File: src/rtl/led_seq_pkg.sv
// led_seq_pkg: shared state encoding, pattern codes and register address default
package led_seq_pkg;
  typedef enum logic [2:0] {IDLE, WRITE, READ, WAIT_RD, DWELL} state_e;
  localparam logic [1:0] CSR_ADDR_DEF = 2'b00;
  localparam logic [9:0] CODE0 = 10'b0000000001;
  localparam logic [9:0] CODE1 = 10'b0000000010;
  localparam logic [9:0] CODE2 = 10'b0000000100;
  function automatic logic [31:0] pattern(input logic [1:0] idx);
    return {22'b0, idx == 2'd0 ? CODE0 : idx == 2'd1 ? CODE1 : CODE2};
  endfunction
  function automatic logic [1:0] next_idx(input logic [1:0] idx);
    return idx == 2'd2 ? 2'd0 : idx + 2'd1;
  endfunction
endpackage

File: src/rtl/led_seq_timer.sv
// led_seq_timer: dwell countdown, loads max(value,1) and flags expiry when it reaches 1
module led_seq_timer (
  input  logic        clk,
  input  logic        reset_n,
  input  logic        load,
  input  logic [31:0] value,
  output logic        expire
);
  logic [31:0] cnt_q, cnt_d;
  always_comb cnt_d = load ? (value == 32'd0 ? 32'd1 : value) : cnt_q == 32'd0 ? cnt_q : cnt_q - 32'd1;
  always_ff @(posedge clk or negedge reset_n)
    if (!reset_n) cnt_q <= '0;
    else cnt_q <= cnt_d;
  assign expire = cnt_q == 32'd1;
endmodule

File: src/rtl/led_seq_master.sv
// led_seq_master: Avalon-MM master cycling an LED pattern register with write/readback verify
module led_seq_master import led_seq_pkg::*; #(
  parameter int unsigned READ_LATENCY = 1,
  parameter logic [1:0]  CSR_ADDR     = CSR_ADDR_DEF
) (
  input  logic        clk,
  input  logic        reset_n,
  input  logic        start,
  input  logic        stop,
  input  logic        clear_error,
  input  logic [31:0] period,
  output logic [1:0]  avm_address,
  output logic        avm_chipselect,
  output logic        avm_write,
  output logic        avm_read,
  output logic [31:0] avm_writedata,
  input  logic [31:0] avm_readdata,
  input  logic        avm_waitrequest,
  output logic        busy,
  output logic [1:0]  step_idx,
  output logic        error,
  output logic [7:0]  err_count
);
  localparam logic [1:0] LAT_LOAD = 2'(READ_LATENCY - 1);
  state_e      state_q, state_d;
  logic [1:0]  step_q, step_d, lat_q, lat_d;
  logic        pend_q, pend_d, done_q, done_d, error_q, error_d;
  logic [7:0]  cnt_q, cnt_d;
  logic        active, rd_fin, mismatch, expire;
  assign active   = state_q inside {WRITE, READ, WAIT_RD};
  assign rd_fin   = state_q == WAIT_RD && lat_q == 2'd0;
  assign mismatch = rd_fin && avm_readdata != pattern(step_q);
  led_seq_timer u_timer (
    .clk    (clk),
    .reset_n(reset_n),
    .load   (rd_fin),
    .value  (period),
    .expire (expire)
  );
  always_ff @(posedge clk or negedge reset_n)
    if (!reset_n) state_q <= IDLE;
    else state_q <= state_d;
  always_comb begin
    state_d = state_q;
    case (state_q)
      IDLE:    state_d = start && !stop ? WRITE : IDLE;
      WRITE:   state_d = avm_waitrequest ? WRITE : READ;
      READ:    state_d = avm_waitrequest ? READ : WAIT_RD;
      WAIT_RD: state_d = !rd_fin ? WAIT_RD : (pend_q || stop) ? IDLE : DWELL;
      DWELL:   state_d = stop ? IDLE : expire ? WRITE : DWELL;
      default: state_d = IDLE;
    endcase
  end
  always_comb begin
    avm_chipselect = state_q == WRITE || state_q == READ;
    avm_write      = state_q == WRITE;
    avm_read       = state_q == READ;
    avm_address    = avm_chipselect ? CSR_ADDR : 2'b00;
    avm_writedata  = avm_write ? pattern(step_q) : 32'd0;
    busy           = state_q != IDLE;
  end
  // The step advances on every new write except the very first one after reset
  always_comb begin
    pend_d  = active && state_d != IDLE && (pend_q || stop);
    lat_d   = state_q == READ ? LAT_LOAD : state_q == WAIT_RD && lat_q != 2'd0 ? lat_q - 2'd1 : lat_q;
    done_d  = done_q | rd_fin;
    step_d  = state_d == WRITE && (state_q == DWELL || (state_q == IDLE && done_q)) ? next_idx(step_q) : step_q;
    error_d = mismatch | (error_q & ~clear_error);
    cnt_d   = mismatch ? (clear_error ? 8'd1 : cnt_q == 8'hFF ? cnt_q : cnt_q + 8'd1) : clear_error ? 8'd0 : cnt_q;
  end
  always_ff @(posedge clk or negedge reset_n)
    if (!reset_n) begin
      step_q  <= '0;
      lat_q   <= '0;
      pend_q  <= 1'b0;
      done_q  <= 1'b0;
      error_q <= 1'b0;
      cnt_q   <= '0;
    end else begin
      step_q  <= step_d;
      lat_q   <= lat_d;
      pend_q  <= pend_d;
      done_q  <= done_d;
      error_q <= error_d;
      cnt_q   <= cnt_d;
    end
  assign step_idx  = step_q;
  assign error     = error_q;
  assign err_count = cnt_q;
endmodule
File: config.mk
export PLATFORM = sky130hd
export DESIGN_NAME = led_seq_master
export DESIGN_NICKNAME = d
export VERILOG_FILES = /design/src/rtl/led_seq_pkg.sv /design/src/rtl/led_seq_timer.sv /design/src/rtl/led_seq_master.sv
export SDC_FILE = /design/constraint.sdc
export NUM_CORES = 1
export LEC_CHECK = 0
export CORE_MARGIN = 2
export CORE_UTILIZATION = 35
export CTS_CLUSTER_DIAMETER = 80
export DETAILED_ROUTE_END_ITERATION = 7
export PLACE_DENSITY_LB_ADDON = 0.25
export SLEW_MARGIN = 0
export SYNTH_ARGS = -nofsm -noshare
export SYNTH_HDL_FRONTEND = slang
export SYNTH_SLANG_ARGS = --single-unit
File: constraint.sdc
create_clock -name clk -period 2.9 [get_ports clk]
set_input_delay 0.29 -clock clk [delete_from_list [all_inputs] [get_ports clk]]
set_output_delay 0.29 -clock clk [all_outputs]
set_load 0.05 [all_outputs]
# Word level (Yosys, flattened, before mapping)
# Cells that the tools add are included.
op_classes:
  add_sub_neg: 4
  eq_ne: 12
  mux: 21
  bitwise: 4
  n_reduce_logical: 24
ops:
  columns: ["cell", "n"]
  rows:
  - ["two-way mux 32 bit", 3]
  - ["zero test 32 bit", 2]
  - ["equality test 32 x 1 -> 1 bit, second input constant", 1]
  - ["two-way mux 8 bit", 4]
  - ["!= test 32 x 10 -> 1 bit", 1]
  - ["subtractor 32 x 1 -> 32 bit, second input constant", 1]
  - ["two-way mux 3 bit", 7]
  - ["one-hot mux 3 bit (5 select lines)", 1]
  - ["nonzero test 3 bit", 3]
  - ["adder 8 x 1 -> 8 bit, second input constant", 1]
  - ["equality test 8 bit, second input constant", 1]
  - ["logical AND 1 bit", 8]
  - ["two-way mux 2 bit", 4]
  - ["equality test 3 x 1 -> 1 bit, second input constant", 2]
  - ["equality test 3 x 2 -> 1 bit, second input constant", 2]
  - ["nonzero test 2 bit", 3]
  - ["zero test 2 bit", 2]
  - ["!= test 2 bit, second input constant", 2]
  - ["equality test 3 bit, second input constant", 1]
  - ["zero test 3 bit", 1]
  - ["logical OR 1 bit", 3]
  - ["adder 2 x 1 -> 2 bit, second input constant", 1]
  - ["equality test 2 x 1 -> 1 bit, second input constant", 1]
  - ["equality test 2 bit, second input constant", 1]
  - ["7 further kinds", 9]
totals:
  ff_bits: 50
  in_bits: 70
  output_inout_bits: 49
  word_cells: 73

# Depth between registers and ports, before layout
# Gate-level depths: netlist of the first run.
logic_depth:
  ltp_word: 7
  ltp_mapped: 8
  mapped_depth_nobuf: 7

# By module
# A second synthesis of the first run with hierarchy kept.
unflattened:
  cells_unflattened: 394
  hier_area_um2: 3448.3
modules_own_cells:
  columns: ["mod", "instances", "cells_each", "area_each_um2", "seq_area_each_um2"]
  rows:
  - ["led_seq_timer", 1, 234, 2062.0, 800.8]
  - ["led_seq_master", 1, 160, 1386.3, 450.4]

# Worst setup path before layout of the first run
# Ideal clock, no wire load.
synth_timing:
  path_type: "reg2reg"
  startpoint: "register u_timer.cnt_q[0]"
  endpoint: "register u_timer.cnt_q[22]"
  setup_time_ps: 82
  t_arrival_ps: 2502
  required_time_ps: 2818
  path_slack_ps: 316
  path_stages_with_launch: 9
  path_buffers: 1
  cell_sequence: "dfrtp_1 -> inv_1 -> ha_1 -> or3b_1 -> or4_1 -> clkbuf_1 -> or3_1 -> or4_1 -> a31oi_1"
synth_via:
  elab_chain_len: 3
  elab_cells_between_ends: 5
  classes_between: "add/sub (1); eq/ne (1); mux (2); reduce/logical (1)"
synth_lines:
  columns: ["element", "line", "source"]
  rows:
  - ["from (decl)", "led_seq_timer.sv:9", "logic [31:0] cnt_q, cnt_d;"]
  - ["from (signal assigned)", "led_seq_timer.sv:13", "else cnt_q <= cnt_d;"]
  - ["subtractor 32 x 1 -> 32 bit", "led_seq_timer.sv:10", "always_comb cnt_d = load ? (value == 32'd0 ? 32'd1 : value) : cnt_q == 32'd0 ? cnt_q : cnt_q - 32'd1;"]
  - ["two-way mux 32 bit (2 in a row)", "led_seq_timer.sv:10", null]
# Several ways; a longest one is shown, not always the timed one. The select of a mux whose other input is x is not followed.
# A chain may end at the register's enable or synchronous reset.

# Final worst setup path of the first run
# Same ends and word-level chain as after synthesis.

==> results.rst, run 1 <==
.. list-table::
   :header-rows: 1

   * - Metric
     - Value
   * - Summed negative setup slack over all endpoints
     - 0 ns
   * - Cell count after placement
     - slightly above 600
   * - Critical path required time
     - between 3 and 4 ns
   * - Worst EP arrival
     - ~3.0 ns
   * - Worst Setup Slack, final
     - 0.184 ns
   * - Antenna diode instance count
     - 0
   * - Gate count of the mapped netlist
     - between 300 and 400
   * - Number of CTS-inserted buffers
     - 5
   * - Share of the yosys chip area belonging to registers
     - 36.7%
   * - Antenna violations before repair
     - 0
   * - Yosys cell types
     - 56
   * - Vias after detailed routing
     - approximately 3300
   * - CTS Buffer Depth
     - 2
   * - Final Skew
     - 0.00605 ns
   * - Post-layout utilization of the core
     - a little under half
   * - Wirelength per Cell
     - about 15 um
   * - Overflow left after global routing
     - 0
   * - Reg2Reg Capture Point
     - u_timer.cnt_q[22]
   * - Clock transition at the registers of the reported paths
     - 0.10 ns
   * - Outcome
     - finished clean
   * - Library cell used as clock root buffer
     - clkbuf_8
   * - Setup crit start kind
     - register
   * - Max FO, Critical Path
     - 5
   * - Number of buffer cells added on primary ports
     - 87
   * - Layout filler cell count
     - about 980
   * - Startpoint of the most critical register-to-register path
     - u_timer.cnt_q[0]
   * - Final Routed Wirelength
     - around 9400 um
   * - Placer congestion estimate
     - 0.883
   * - Post-CTS Hold Fix Bufs
     - 1
   * - Placement Setup Slack
     - between 0.15 and 0.2 ns
   * - First-pass GRT wire length
     - roughly 15000 um
   * - Post-CTS resize count
     - 0
   * - Pin slew with the least headroom to its limit
     - 0.591 ns
   * - Effective utilization at floorplan
     - between 30% and 40%
   * - Average size of a mapped cell
     - around 8.7 um2
   * - Post-route fraction of the period consumed by the critical path
     - a little over nine tenths
   * - DRC violation total after the first TritonRoute iteration
     - between 100 and 150
   * - Most instantiated flip-flop cell in the synthesis netlist
     - dfrtp_1
   * - Average via count per standard cell
     - ~5.3
   * - Cell Count, Final, Fillers Out
     - 614
   * - DR DRC count
     - 0
   * - Number of ports placed on the die boundary
     - between 100 and 150
   * - Layout cell share with drive strength beyond 1
     - under 10%
   * - Number of endpoints with negative hold slack in the final report
     - 0
   * - Global routing usage summed across all routing layers
     - about 18%
   * - Insertion delay of the later-clocked pin in the worst-skew pair
     - 0.30 ns
   * - Source of the critical timing path
     - u_timer.cnt_q[0]
   * - Max-slew headroom at the worst pin
     - between 60% and 70%
   * - Library cell with the largest summed area after synthesis
     - dfrtp_1
   * - Leading cell type in the layout, fill and taps excluded
     - clkdlybuf4s50_1
   * - Leakage power summed over all cells
     - 1.72 nW
   * - First-pass iteration count of the detailed router
     - 4
   * - Fin. max-slew vios
     - 0
   * - R2r worst-path depth
     - 7
   * - Number of nets with antenna violations after detailed routing
     - 0
   * - Horizontal extent of the die
     - about 100 um
   * - Most frequent cells in the layout
     - clkdlybuf4s50_1 (86), dfrtp_1 (50), conb_1 (31), nor2_1 (30), nor4_1 (27)
   * - Number of enable-type register cells in the synthesized netlist
     - 0
   * - Die Ht
     - ~100 um
   * - RSZ-0062 raised after global routing
     - false
   * - Worst IR drop on VDD
     - between 200 and 300 uV
   * - Power consumption
     - 3.30 mW
   * - Total setup buffers inserted after CTS
     - 0
   * - Maximum number of pins on one net before global-route repair
     - between 40 and 50
   * - Ratio of total power to cell area
     - 747 nW/um2
   * - Area growth syn-to-layout
     - 29.5%
   * - Core Region
     - 9640 um2
   * - CTS tree
     - built
   * - Fraction of registers with async set or reset after synthesis
     - between 90% and 100%
   * - Number of levels in the clock H-tree
     - 2
   * - Maxcap violations
     - 0
   * - Worst reg2reg setup slack
     - roughly 0.18 ns
   * - Detailed placer's ending HPWL
     - between 7000 and 8000 um
   * - Warnings, synthesis
     - 0
   * - Std-Cell Rows
     - 36
   * - Total die area
     - ~11000 um2
   * - Final critical-path required period
     - 2.72 ns
   * - Fin nets
     - about 560
   * - Worst setup path category
     - reg -> reg
   * - Portion of synthesized cell area occupied by the leading cell type
     - between 30 and 40%
   * - Critical path endpoint category
     - register
   * - Endpoints failing setup
     - 0
   * - Maximum frequency from static timing analysis
     - around 370 MHz
   * - Total standard cell area after synthesis
     - about 3400 um2
   * - Register area
     - 1250 um2
   * - Sinks on the clock net
     - 50
   * - Worst hold path type
     - in -> async
   * - Footprint of the multi-input gates
     - about 1900 um2
   * - Via count of the first global-routing pass
     - around 3000
   * - Synth top area cells
     - dfrtp_1 (37%), buf_4 (7.3%), nor4_1 (4.9%)
   * - Number of storage elements in the synthesis netlist
     - 50
## Yosys cell counts, types with 12 or more instances
cell type	n
or3_1	12
nor2_1	31
buf_4	33
nand2_1	20
nor4_1	27
nor3_1	13
a21oi_1	21
a31oi_1	13
inv_1	13
o21ai_0	12
clkbuf_1	14
dfrtp_1	50
## sequential cells by signal, summed over array words and instances, names as in the netlist
signal	cells
u_timer.cnt_q	32
error	1
done_q	1
pend_q	1
lat_q	2
step_idx	2
state_q	3
err_count	8
## per-stage QoR
step / hold slack (ns) / area, um2
after floorplan: -0.00559 / 3530
after global placement: 0.312 / 4320
after detailed placement: 0.311 / 4320
after CTS: 0.497 / 4420
after global routing: 0.525 / 4420
final: 0.493 / 4420
## worst max-delay path, cell delays in order (launching register included)
cell and delay [ns]:
dfrtp_1 0.43, inv_1 0.12, ha_1 0.17, or3b_1 0.41, or4_1 0.52, or3_1 0.40, or4_1 0.42, a31oi_1 0.16
## cell families after synthesis
| group | after synthesis | share of synthesized area [%] |
|---|---|---|
| simple gates | 167 | 28.1 |
| compound gates | 93 | 18.3 |
| buf+inv | 63 | 10.9 |
| flops | 50 | 36.7 |
| xor+xnor | 9 | 2.31 |
| mux | 6 | 1.91 |
| fa+ha+maj | 5 | 1.83 |
| other cells | 1 | 0.110 |
## routing by layer
layer | track usage (%) | vias to the layer above | routed length, um
li1 | - | 1595 | -
met1 | 24.8 | 1568 | 4280
met2 | 29.6 | 99 | 4600
met3 | 2.64 | 7 | 487
met4 | 3.74 | 0 | 68
met5 | 0 | - | 0
## power by group
group / leakage [nW] / internal, mW / switching (mW)
logic: 1.07 / 0.646 / 0.943
clock network: 0.0441 / 0.170 / 0.249
registers: 0.612 / 0.966 / 0.328
total: 1.72 / 1.78 / 1.52
## area by class of cell
| cell class | count | area share, % |
|---|---|---|
| clock buffers | 5 | 1.56 |
| clock inverters | 3 | 0.481 |
| flip-flops and latches | 50 | 28.3 |
| repair buffers | 99 | 21.7 |
| multi-input cells | 311 | 43.1 |
| well taps | 133 | 3.76 |
| inverters | 13 | 1.10 |
## how the worst max path moves through the flow
stage / end / slack (ns) / cells after the start
2_1_floorplan: u_timer.cnt_q[22] / 0.32 / 8
3_3_place_gp: step_idx[1] / 0.24 / 5
3_5_place_dp: step_idx[0] / 0.19 / 5
4_1_cts: step_idx[0] / 0.18 / 5
5_1_grt: u_timer.cnt_q[22] / 0.002 / 7
6_report: u_timer.cnt_q[22] / 0.18 / 7
Power figures use the tool's default switching activity.
==> inputs of run 2 (changes only) <==
- PLACE_DENSITY: unset -> 0.71
- PLACE_DENSITY_LB_ADDON: 0.25 -> unset
==> run 2 against run 1 <==
Die area did not move. Cell area fell by 0.37%. Clock power fell by 8.6%. Global-route usage rose by 0.16 points. Critical path type unchanged. Largest power group unchanged. Highest routed layer unchanged.
==> results.rst, run 2 (synthesis gave the netlist of run 1 again) <==
.. list-table::
   :header-rows: 1

   * - Metric
     - Value
   * - Largest register by flop count
     - u_timer.cnt_q
   * - Sinks on the clock net
     - 50 (unchanged)
   * - Final critical-path required period
     - 2.73 ns (+0.0103 ns)
   * - Cell family with the largest share of critical-path delay
     - simple AND/OR/NAND/NOR gates
   * - Internal power
     - 1.79 mW (+0.13%)
   * - Leading cell type in the layout, fill and taps excluded
     - clkdlybuf4s50_1
   * - Post-route fraction of the period consumed by the critical path
     - 94.0% (+0.35 points)
   * - Core Region
     - 9640 um2 (unchanged)
   * - Startpoint of the most critical register-to-register path
     - u_timer.cnt_q[18]
   * - Horizontal extent of the die
     - 103 um (unchanged)
   * - Overflow left after global routing
     - 0 (unchanged)
   * - Maxcap violations
     - 0 (unchanged)
   * - Vias after detailed routing
     - 3302 (+1.0%)
   * - Worst IR drop on VDD
     - 273 uV (+2.6%)
   * - Global routing usage summed across all routing layers
     - 17.9% (+0.16 points)
   * - Via count of the first global-routing pass
     - 3135 (+4.8%)
   * - Area growth syn-to-layout
     - 29.1%
   * - DRC violation total after the first TritonRoute iteration
     - 158 (+7.5%)
   * - Antenna diode instance count
     - 0 (unchanged)
   * - Total setup buffers inserted after CTS
     - 0 (unchanged)
   * - Reg2Reg Capture Point
     - step_idx[1]
   * - Placement Setup Slack
     - 0.198 ns (+0.00767 ns)
   * - Critical path's largest stage delay
     - 0.73 ns (+0.21 ns)
   * - Insertion delay of the later-clocked pin in the worst-skew pair
     - 0.30 ns (about the same)
   * - RSZ-0062 raised after global routing
     - false
   * - First-pass iteration count of the detailed router
     - 5 (+1)
   * - Number of levels in the clock H-tree
     - 2 (unchanged)
   * - Number of ports placed on the die boundary
     - 119 (unchanged)
   * - Pin slew with the least headroom to its limit
     - 0.679 ns (+0.0879 ns)
   * - Crit path cell chain
     - or4_4, or4_1, nor4_2, a22oi_1, mux2_2
   * - Layout filler cell count
     - 934 (-5.0%)
   * - Post-layout utilization of the core
     - 45.7% (-0.17 points)
   * - Max FO, Critical Path
     - 9 (+4)
   * - Worst hold path type
     - in -> async
   * - CP Buf/Inv Count
     - 0 (-1)
   * - Reg power frac
     - 39.5% (+0.3 points)
   * - Critical path endpoint category
     - register
   * - Slowest library cell on the worst path
     - or4_1
   * - Fin nets
     - 555 (unchanged)
   * - Net Sw Frac
     - 45.7% (-0.28 points)
   * - DR DRC count
     - 0 (unchanged)
   * - Clock transition at the registers of the reported paths
     - 0.08 ns (-0.02 ns)
   * - Worst setup path category
     - reg -> reg
   * - Detailed placer's ending HPWL
     - 7240 um (+2.0%)
   * - Placement-stage cell area
     - 4330 um2 (+0.17%)
   * - Max-slew headroom at the worst pin
     - 54.8% (-5.5 points)
   * - Average via count per standard cell
     - 5.39 (+1.2%)
   * - Post-CTS resize count
     - 0 (unchanged)
   * - Worst EP arrival
     - 2.91 ns (-0.04 ns)
   * - First-pass GRT wire length
     - 15200 um (+2.5%)
   * - R2r worst-path depth
     - 5 (-2)
   * - Worst Setup Slack, final
     - 0.174 ns (-0.0103 ns)
   * - Setup crit start kind
     - register
   * - Ratio of total power to cell area
     - 747 nW/um2 (about the same)
   * - Placer congestion estimate
     - 0.887 (+0.43%)
   * - Leakage power summed over all cells
     - 1.72 nW (-0.31%)
   * - Number of endpoints with negative hold slack in the final report
     - 0 (unchanged)
   * - Maximum number of pins on one net before global-route repair
     - 39 (-9.3%)
   * - Outcome
     - finished clean
   * - Endpoints failing setup
     - 0 (unchanged)
   * - Fin. max-slew vios
     - 0 (unchanged)
   * - Post-route design area
     - 4410 um2 (-0.37%)
   * - Number of nets with antenna violations after detailed routing
     - 0 (unchanged)
   * - Number of CTS-inserted buffers
     - 5 (unchanged)
   * - Final Skew
     - 0.00456 ns (-0.00149 ns)
   * - Final Routed Wirelength
     - 9410 um (-0.32%)
   * - CTS tree
     - built
   * - Part of the total power dissipated in combinational logic
     - 48.9% (+0.8 points)
   * - Total die area
     - 10600 um2 (unchanged)
   * - Library cell used as clock root buffer
     - clkbuf_8
   * - Layout cell share with drive strength beyond 1
     - 6.25% (-0.40 points)
   * - Wirelength per Cell
     - 15.3 um (-0.16%)
   * - Worst reg2reg setup slack
     - 0.17 ns (about the same)
   * - Antenna violations before repair
     - 0 (unchanged)
   * - Critical path required time
     - 3.09 ns (-0.04 ns)
   * - Die Ht
     - 103 um (unchanged)
   * - Effective utilization at floorplan
     - 35.4% (unchanged)
   * - Number of buffer cells added on primary ports
     - 87 (unchanged)
   * - Post-CTS Hold Fix Bufs
     - 0 (-1)
   * - Max FFs per register
     - 32 (unchanged)
   * - Std-Cell Rows
     - 36 (unchanged)
   * - Share of power burned in the clock network
     - 11.7% (-1.0 points)
   * - Maximum frequency from static timing analysis
     - 367 MHz (-0.38%)
   * - Most frequent cells in the layout
     - clkdlybuf4s50_1 (86), dfrtp_1 (50), conb_1 (31), nor2_1 (30), nor4_1 (27)
   * - Reported net switching power
     - 1.50 mW (-0.98%)
   * - Summed negative setup slack over all endpoints
     - 0 ns (unchanged)
   * - CTS Buffer Depth
     - 2 (unchanged)
-- run 2: changes by cell type in the layout (fill, tap and decap cells not counted), sizes merged --
cell,before,now
clkinv,2,0
clkinvlp,1,0
dlygate4sd3,1,0
clkbuf,5,7
buf,12,13
-- run 2: area by class of cell --
type                    instances  area (um2)  area share [%]
inverters                      13        48.8            1.11
well taps                     133         166            3.78
flip-flops and latches         50        1250            28.4
clock buffers                   7        76.3            1.73
multi-input cells             311        1910            43.3
repair buffers                 99         956            21.7
-- run 2: per-layer routing --
metal / track usage, % / share of wire [%]
met4: 5.36 / 1.6
met2: 29.7 / 49
met3: 2.92 / 5.4
met5: 0 / 0
met1: 24.3 / 44
-- run 2: power groups by stage --
stage                     Sequential, mW  Combinational, mW  Clock, mW
after global routing                1.34               1.77      0.425
final                               1.30               1.61      0.383
after global placement              1.29               1.57          0
after CTS                           1.28               1.61      0.391
after detailed placement            1.30               1.61          0
after floorplan                     1.29               1.11          0
-- run 2: how the worst max path moves through the flow --
stage / startpoint / end / depth (start not counted)
floorplan: u_timer.cnt_q[0] / u_timer.cnt_q[22] / 8
global placement: u_timer.cnt_q[19] / u_timer.cnt_q[12] / 6
detailed placement: u_timer.cnt_q[18] / u_timer.cnt_q[12] / 6
CTS: u_timer.cnt_q[19] / step_idx[1] / 5
global route: u_timer.cnt_q[19] / step_idx[1] / 5
finish: u_timer.cnt_q[18] / step_idx[1] / 5
-- run 2: metrics by stage --
| stage | total power [mW] | cells | hold WS, ns |
|---|---|---|---|
| after floorplan | 2.40 | 424 | -0.00559 |
| after global placement | 2.86 | 606 | 0.371 |
| after detailed placement | 2.90 | 606 | 0.363 |
| after CTS | 3.29 | 613 | 0.0429 |
| after global routing | 3.53 | 613 | 0.0717 |
| final | 3.29 | 613 | 0.0198 |
-- run 2: worst register-to-register path: stages, from the launching register on --
cell     delay, ns
dfrtp_1       0.42
or4_4         0.55
or4_1         0.73
nor4_2        0.42
a22oi_1       0.19
mux2_2        0.31
==> inputs of run 3 (changes only) <==
- ABC_AREA: unset -> 0
- CTS_BUF_LIST: unset -> sky130_fd_sc_hd__clkbuf_16
- GPL_ROUTABILITY_DRIVEN: unset -> 0
==> run 3 against run 2 <==
Hold slack improved by 0.016 ns. First-iteration DRC count decreased by 1.3%. Clock power increased by 43%. Via count decreased by 0.58%. Die area unchanged. Global-route usage decreased by 0.091 points. Flip-flop and latch count unchanged. Largest power group unchanged. Critical path depth unchanged. Total power increased by 5.0%. Critical path type unchanged.
==> results.rst, run 3 (synthesis gave the netlist of run 1 again) <==
.. list-table::
   :header-rows: 1

   * - Metric
     - Value
   * - Final Skew
     - 0.00387 ns (-0.000683 ns)
   * - Critical path required time
     - 3.07 ns (-0.02 ns)
   * - Maximum number of pins on one net before global-route repair
     - 39 (unchanged)
   * - First-pass GRT wire length
     - 15100 um (-0.32%)
   * - Met1 WL
     - 4150 um (-0.55%)
   * - Number of endpoints with negative hold slack in the final report
     - 0 (unchanged)
   * - Number of levels in the clock H-tree
     - 2 (unchanged)
   * - Detailed placer's ending HPWL
     - 7240 um (unchanged)
   * - Worst Setup Slack, final
     - 0.185 ns (+0.0115 ns)
   * - Final Routed Wirelength
     - 9290 um (-1.3%)
   * - Pin slew with the least headroom to its limit
     - 0.677 ns (-0.00202 ns)
   * - Maximum frequency from static timing analysis
     - 368 MHz (+0.42%)
   * - Crit path cell chain
     - or4_4, or4_1, nor4_2, a22oi_1, mux2_2
   * - Total die area
     - 10600 um2 (unchanged)
   * - Worst setup path category
     - reg -> reg
   * - Fin. max-slew vios
     - 0 (unchanged)
   * - Antenna violations before repair
     - 0 (unchanged)
   * - Final critical-path required period
     - 2.71 ns (-0.0115 ns)
   * - DR DRC count
     - 0 (unchanged)
   * - Max-slew headroom at the worst pin
     - 54.9% (+0.13 points)
   * - Die Ht
     - 103 um (unchanged)
   * - First-pass iteration count of the detailed router
     - 5 (unchanged)
   * - Cell family with the largest share of critical-path delay
     - simple AND/OR/NAND/NOR gates
   * - Insertion delay of the later-clocked pin in the worst-skew pair
     - 0.29 ns (about the same)
   * - Layout filler cell count
     - 930 (-0.43%)
   * - Worst IR drop on VDD
     - 305 uV (+12%)
   * - Layout cell share with drive strength beyond 1
     - 6.25% (unchanged)
   * - Post-CTS resize count
     - 0 (unchanged)
   * - Worst hold slack
     - 0.0359 ns (+0.0161 ns)
   * - Number of nets with antenna violations after detailed routing
     - 0 (unchanged)
   * - CTS tree
     - built
   * - CTS Buffer Depth
     - 2 (unchanged)
   * - Clock transition at the registers of the reported paths
     - 0.06 ns (-0.02 ns)
   * - Number of CTS-inserted buffers
     - 5 (unchanged)
   * - Horizontal extent of the die
     - 103 um (unchanged)
   * - Endpoints failing setup
     - 0 (unchanged)
   * - Detailed-routed wire length on met3
     - 464 um (-7.9%)
   * - Library cell used as clock root buffer
     - clkbuf_16
   * - Leakage power summed over all cells
     - 1.75 nW (+2.0%)
   * - Global routing usage summed across all routing layers
     - 17.9% (-0.091 points)
   * - Number of buffer cells added on primary ports
     - 87 (unchanged)
   * - Leading cell type in the layout, fill and taps excluded
     - clkdlybuf4s50_1
   * - DRC violation total after the first TritonRoute iteration
     - 156 (-1.3%)
   * - Post-CTS Hold Fix Bufs
     - 0 (unchanged)
   * - Outcome
     - finished clean
   * - Setup crit start kind
     - register
   * - Antenna diode instance count
     - 0 (unchanged)
   * - Wirelength per Cell
     - 15.2 um (-1.3%)
   * - Critical path endpoint category
     - register
   * - Max Used Layer
     - met4
   * - Sinks on the clock net
     - 50 (unchanged)
   * - Critical path's largest stage delay
     - 0.73 ns (about the same)
   * - Number of ports placed on the die boundary
     - 119 (unchanged)
   * - Average via count per standard cell
     - 5.36 (-0.58%)
   * - Slowest library cell on the worst path
     - or4_1
   * - Effective utilization at floorplan
     - 35.4% (unchanged)
   * - Placement Setup Slack
     - 0.198 ns (unchanged)
   * - Worst EP arrival
     - 2.89 ns (-0.02 ns)
   * - Max FFs per register
     - 32 (unchanged)
   * - Max FO, Critical Path
     - 9 (unchanged)
   * - Most frequent cells in the layout
     - clkdlybuf4s50_1 (86), dfrtp_1 (50), conb_1 (31), nor2_1 (30), nor4_1 (27)
   * - Fin nets
     - 555 (unchanged)
   * - Wire length on met2
     - 4530 um (-1.2%)
   * - Ratio of total power to cell area
     - 774 nW/um2 (+3.6%)
   * - Post-route fraction of the period consumed by the critical path
     - 93.6% (-0.40 points)
   * - Vias after detailed routing
     - 3283 (-0.58%)
   * - CP Buf/Inv Count
     - 0 (unchanged)
   * - Via count of the first global-routing pass
     - 3133 (-0.064%)
   * - Largest register by flop count
     - u_timer.cnt_q
   * - Overflow left after global routing
     - 0 (unchanged)
   * - Worst hold path type
     - in -> async
   * - Total setup buffers inserted after CTS
     - 0 (unchanged)
   * - Maxcap violations
     - 0 (unchanged)
   * - Std-Cell Rows
     - 36 (unchanged)
   * - Core Region
     - 9640 um2 (unchanged)
   * - Area growth syn-to-layout
     - 30.7%
   * - Summed negative setup slack over all endpoints
     - 0 ns (unchanged)
   * - RSZ-0062 raised after global routing
     - false
## run 3: routing by layer
metal / vias up / GRT usage (%)
met1: 1558 / 24.5
met4: 0 / 5.87
met5: - / 0
li1: 1604 / -
met2: 107 / 28.8
met3: 14 / 3.05
## run 3: final cells by class
class	instances	area (um2)	area share, %
Inverter	13	48.8	1.09
Timing Repair Buffer	99	956	21.4
Multi-Input combinational cell	311	1910	42.7
Clock inverter	2	7.51	0.168
Sequential cell	50	1250	28.0
Tap cell	133	166	3.73
Clock buffer	5	125	2.80
## run 3: where the power goes
group          switching [mW]  internal, mW  leakage, nW
Combinational           0.956         0.651         1.07
Clock                   0.238         0.309       0.0723
Sequential              0.330         0.969        0.612
Total                    1.52          1.93         1.75
## run 3: per-stage QoR
step	util (%)	power, mW	cell area, um2	instances
finish	46.3	3.45	4460	613
CTS	46.3	3.45	4460	613
global placement	44.9	2.86	4330	606
detailed placement	44.9	2.90	4330	606
global route	46.3	3.70	4460	613
floorplan	-	2.40	3530	424
## run 3: worst paths after layout
kind                                   start                to  slack, ns  cells past startpoint
setup / recovery           u_timer.cnt_q[18]       step_idx[1]       0.19                      5
hold / removal                       reset_n          lat_q[1]       0.04                      1
setup reg to reg           u_timer.cnt_q[18]       step_idx[1]       0.19                      5
hold reg to reg                       done_q            done_q       0.49                      1
max in group asynchronous            reset_n  u_timer.cnt_q[2]       2.24                      2
min in group clk                      done_q            done_q       0.49                      1
## run 3: worst reg2reg max path, stage by stage (launching register included)
cell	delay, ns
dfrtp_1	0.41
or4_4	0.55
or4_1	0.73
nor4_2	0.42
a22oi_1	0.19
mux2_2	0.31
==> edit 1, RTL diff (flow settings as in run 3) <==
Reset style: synchronous (`reset_n`), changed in 3 clocked blocks.
--- a/src/rtl/led_seq_timer.sv
+++ b/src/rtl/led_seq_timer.sv
@@ -10,3 +10,3 @@
   always_comb cnt_d = load ? (value == 32'd0 ? 32'd1 : value) : cnt_q == 32'd0 ? cnt_q : cnt_q - 32'd1;
-  always_ff @(posedge clk or negedge reset_n)
+  always_ff @(posedge clk)
     if (!reset_n) cnt_q <= '0;
--- a/src/rtl/led_seq_master.sv
+++ b/src/rtl/led_seq_master.sv
@@ -39,3 +39,3 @@
   );
-  always_ff @(posedge clk or negedge reset_n)
+  always_ff @(posedge clk)
     if (!reset_n) state_q <= IDLE;
@@ -70,3 +70,3 @@
   end
-  always_ff @(posedge clk or negedge reset_n)
+  always_ff @(posedge clk)
     if (!reset_n) begin
Formal check against the unedited RTL: differs if reset_n is asserted again (counterexample within 4 cycles, from zero or initial values and one cycle with reset_n low); with reset_n held inactive, the same outputs for 10 cycles.
==> edit 1 against run 3 <==
Total power rose by 13%; synthesized area fell by 3.3%; sequential power fell by 12%; routed wire length rose by 0.40%; design area fell by 2.6%; global-route usage rose by 0.099 points; sequential cell count did not move; worst setup slack improved by 0.055 ns; core utilization rose by 0.96 points; critical endpoint is now avm_writedata[1]; highest routed layer unchanged.
==> edit 1: results (changes against run 3) <==
| Metric | Value |
|---|---|
| Hold Slack | `0.472 ns (+0.436 ns)` |
| Met2 routed WL | `4.61 mm (+1.9%)` |
| Vias in the first global route | `3194 (+1.9%)` |
| Multiplexer area fraction after synthesis | `0.00909 (-0.00997)` |
| DRT met1 WL | `3.88 mm (-6.5%)` |
| FMAX | `376 MHz (+2.1%)` |
| Worst Path Max Fanout | `13 (+4)` |
| WL final | `9.33 mm (+0.40%)` |
| Final-layout non-clock buffer area share | `0.221 (+0.00631)` |
| Status | `completed` |
| #MultiIn Comb | `328 (+5.5%)` |
| Worst path max stage delay | `0.83 ns (+0.10 ns)` |
| Reg2reg path depth | `7 (+2)` |
| Launch point of the worst reg-to-reg path | `lat_q[0]` |
| DP Wirelength | `6.95 mm (-4.0%)` |
| Non-clk bufs | `97 (-2.0%)` |
| Finished Cell Area | `4350 um^2 (-2.6%)` |
| Main area contributors after synthesis | `dfxtp_1 (30%), buf_4 (7.5%), nor4_1 (5.9%)` |
| ClkCell Share | `0.0374 (+0.00771)` |
| Final core utilization | `0.473 (+0.00964)` |
| Worst reg2reg endpoint | `u_timer.cnt_q[27]` |
| Fraction of area in registers | `0.230 (-0.0501)` |
| Cells after Synth | `414 (+5.1%)` |
| Vias | `3301 (+0.55%)` |
| Sequential cell count | `50 (unchanged)` |
| Post-Synth Adder-Cell Area | `0.0189 (+0.000618)` |
| Tightest Hold Check Type | `flop to flop` |
| DR iter-0 viols | `148 (-5.1%)` |
| Pre-CTS setup slack | `0.559 ns (+0.361 ns)` |
| Synth Area in XOR/XNOR | `0.0371 (+0.0140)` |
| Clk_skew | `0.00523 ns (+0.00136 ns)` |
| Vias per cell | `5.44 (+1.5%)` |
| Fillers | `916 (-1.5%)` |
| Final nets | `570 (+2.7%)` |
| Crit path arrival time | `2.37 ns (-0.52 ns)` |
| Placed instance area | `4180 um^2 (-3.4%)` |
| Met1 Usage GRT | `0.210 (-0.0349)` |
| List of most frequent post-synthesis cells | `dfxtp_1 (50), nor2_1 (35), buf_4 (33), nor4_1 (31), nand2_1 (23)` |
| Largest net degree at the start of global routing | `37 (-5.1%)` |
==> edit 1: cell types whose count changed in the layout (fill, tap and decap cells not counted), sizes merged, moves of 7 or more <==
cell,before,now
o21ai,13,20
dfxtp,0,50
nor3,13,20
a31oi,13,1
dfrtp,50,0
xnor2,5,14
==> edit 1: worst max path at each step <==
stage	to
floorplan	avm_writedata[1]
global placement	avm_writedata[1]
detailed placement	avm_writedata[1]
CTS	avm_writedata[1]
global route	avm_writedata[1]
finish	avm_writedata[1]
==> edit 1: power by group through the flow <==
stage,logic (mW),clock network (mW),registers [mW]
detailed placement,2.07,0,1.14
floorplan,1.60,0,1.09
finish,2.11,0.654,1.14
CTS,2.09,0.669,1.13
global route,2.33,0.694,1.16
global placement,2.03,0,1.12
==> edit 1: worst register-to-register path, stage by stage (launching register included) <==
cell      delay, ns
dfxtp_1        0.35
inv_1          0.05
ha_1           0.23
nand2_1        0.17
nor2_2         0.07
nor2_1         0.89
o311ai_0       0.34
o21ai_1        0.15
==> edit 2, RTL diff (settings of run 3) <==
Made on the original files. Put one more register stage on the output `err_count`, without a reset. The value now appears one clock later. The other outputs are not delayed to match.
--- a/src/rtl/led_seq_master.sv
+++ b/src/rtl/led_seq_master.sv
@@ -88,3 +88,5 @@
   assign error     = error_q;
-  assign err_count = cnt_q;
+  always_ff @(posedge clk) begin
+    err_count <= cnt_q;
+  end
 endmodule
Check against the original RTL: not equivalent (Yosys sat finds a counterexample within 10 cycles, from zero or initial values and one cycle with reset_n low).
==> edit 2 against run 3 <==
Sequential cell count rose by 8; largest power group unchanged; design area rose by 8.0%; global-route usage rose by 0.55 points; routed wire length rose by 5.8%; sequential power rose by 10%; synthesized area rose by 3.9%; total power rose by 21%; core utilization rose by 2.8 points; largest cell class unchanged; worst setup slack got worse by 0.017 ns.
==> edit 2: results (changes against run 3) <==
| Metric | Value |
|---|---|
| Status | `completed` |
| DR iter-0 viols | `255 (+63%)` |
| Placed Cells | `611 (+0.83%)` |
| Post-synthesis cell type count | `60 (+7.1%)` |
| Launch point of the worst reg-to-reg path | `u_timer.cnt_q[14]` |
| Final nets | `565 (+1.8%)` |
| Worst Path Max Fanout | `10 (+1)` |
| Met1 Usage GRT | `0.247 (+0.00175)` |
| Register area share after synthesis | `0.398 (+0.0315)` |
| Main area contributors after synthesis | `dfrtp_1 (35%), buf_4 (6.6%), dfxtp_1 (4.5%)` |
| Hold Crit Start | `cnt_q[6]` |
| LEAKAGE | `1.87 nW (+6.9%)` |
| Tightest Hold Check Type | `flop to flop` |
| M3 GR Usage | `0.0331 (+0.00255)` |
| Vias per cell | `5.32 (-0.69%)` |
| Share of layout cells above drive strength 1 | `0.0970 (+0.0345)` |
| Vias in the first global route | `3140 (+0.22%)` |
| Post-Synth Adder-Cell Area | `0.0176 (-0.000686)` |
| Fillers | `946 (+1.7%)` |
| Wire per inst | `15.6 um (+3.2%)` |
| Fraction of registers with async set/reset | `0.862 (-0.138)` |
| Drt first pass iters | `7 (+2)` |
| Multiplexer area fraction after synthesis | `0.0243 (+0.00529)` |
| Compound-Gate Fraction of Synth Area | `0.131 (-0.0516)` |
| Hold-fix buffers, CTS | `1 (+1)` |
| Clock latency on the worst-skew pair | `0.33 ns (+0.04 ns)` |
| CTS Buf Count | `9 (+4)` |
| CTS H-tree lvls | `3 (+1)` |
| Clk buf depth | `2 (unchanged)` |
| List of most frequent post-synthesis cells | `dfrtp_1 (50), nand2_1 (33), buf_4 (31), nor2_1 (29), nor4_1 (21)` |
| Grt met2 use | `0.292 (+0.00420)` |
| GRT Total Usage | `0.184 (+0.00553)` |
| Cells after Synth | `393 (-0.25%)` |
| Placed instance area | `4500 um^2 (+4.0%)` |
| Pre-CTS setup slack | `0.272 ns (+0.0733 ns)` |
| Peak VDD IR | `0.366 mV (+20%)` |
| Synth Area in XOR/XNOR | `0.0420 (+0.0189)` |
| Worst setup path endpoint | `u_timer.cnt_q[21]` |
| Wire length of the first global-routing pass | `16.2 mm (+7.3%)` |
| Crit path arrival time | `2.93 ns (+0.04 ns)` |
| Final worst setup slack | `0.168 ns (-0.0168 ns)` |
| Slew @ Worst Pin | `0.668 ns (-0.00859 ns)` |
| DP Wirelength | `7.32 mm (+0.97%)` |
| WL final | `9.82 mm (+5.8%)` |
==> edit 2: changes by cell type after synthesis, sizes merged, moves of 6 or more <==
cell | before | now
o21ai | 13 | 19
dfxtp | 0 | 8
a31oi | 13 | 5
a21oi | 21 | 13
nor4 | 30 | 24
nand4 | 5 | 14
or3 | 12 | 3
nand2 | 20 | 33
==> edit 2: through the flow <==
stage           util  hold slack (ns)
3_3_place_gp   0.458            0.318
5_1_grt        0.491            0.443
2_1_floorplan      -         -0.00559
3_5_place_dp   0.458            0.320
4_1_cts        0.491            0.409
6_report       0.491            0.409
==> edit 2: kinds of logic after synthesis <==
logic type / after synthesis
adder cells (fa/ha/maj): 5
AND/OR/NAND/NOR: 181
multiplexers: 8
other: 1
XOR/XNOR: 17
AO/OA/AOI/OAI: 69
flip-flops: 58
buffers and inverters: 54
==> edit 2: final cells by class <==
cell class	count	area, um^2	share of cell area
Multi-Input combinational cell	311	1930	0.399
Sequential cell	58	1410	0.293
Timing Repair Buffer	101	973	0.202
Clock buffer	9	225	0.0467
Tap cell	133	166	0.0345
Clock inverter	7	85.1	0.0176
Inverter	9	33.8	0.00701
==> edit 2: how the worst min path moves through the flow <==
stage	to	slack [ns]	cells past startpoint
global placement	u_timer.cnt_q[3]	0.32	1
detailed placement	u_timer.cnt_q[3]	0.32	1
finish	err_count[6]	0.41	0
CTS	err_count[6]	0.41	0
floorplan	cnt_q[0]	-0.006	0
global route	err_count[6]	0.44	0
==> edit 2: layer usage <==
layer	wire length (um)	vias up	part of all wire
li1	-	1585	-
met2	4770	136	0.49
met4	236	0	0.024
met3	535	16	0.054
met1	4280	1603	0.44
met5	0	-	0
==> edit 2: power breakdown <==
part / switching (mW) / internal [mW]
clock network: 0.367 / 0.742
registers: 0.343 / 1.09
logic: 0.953 / 0.674
==> edit 2: critical path, stage by stage (launching register included) <==
cell,delay [ns]
dfrtp_1,0.41
or4_4,0.55
nor4_2,0.56
and4_1,0.57
nor2_1,0.19
a221o_1,0.34
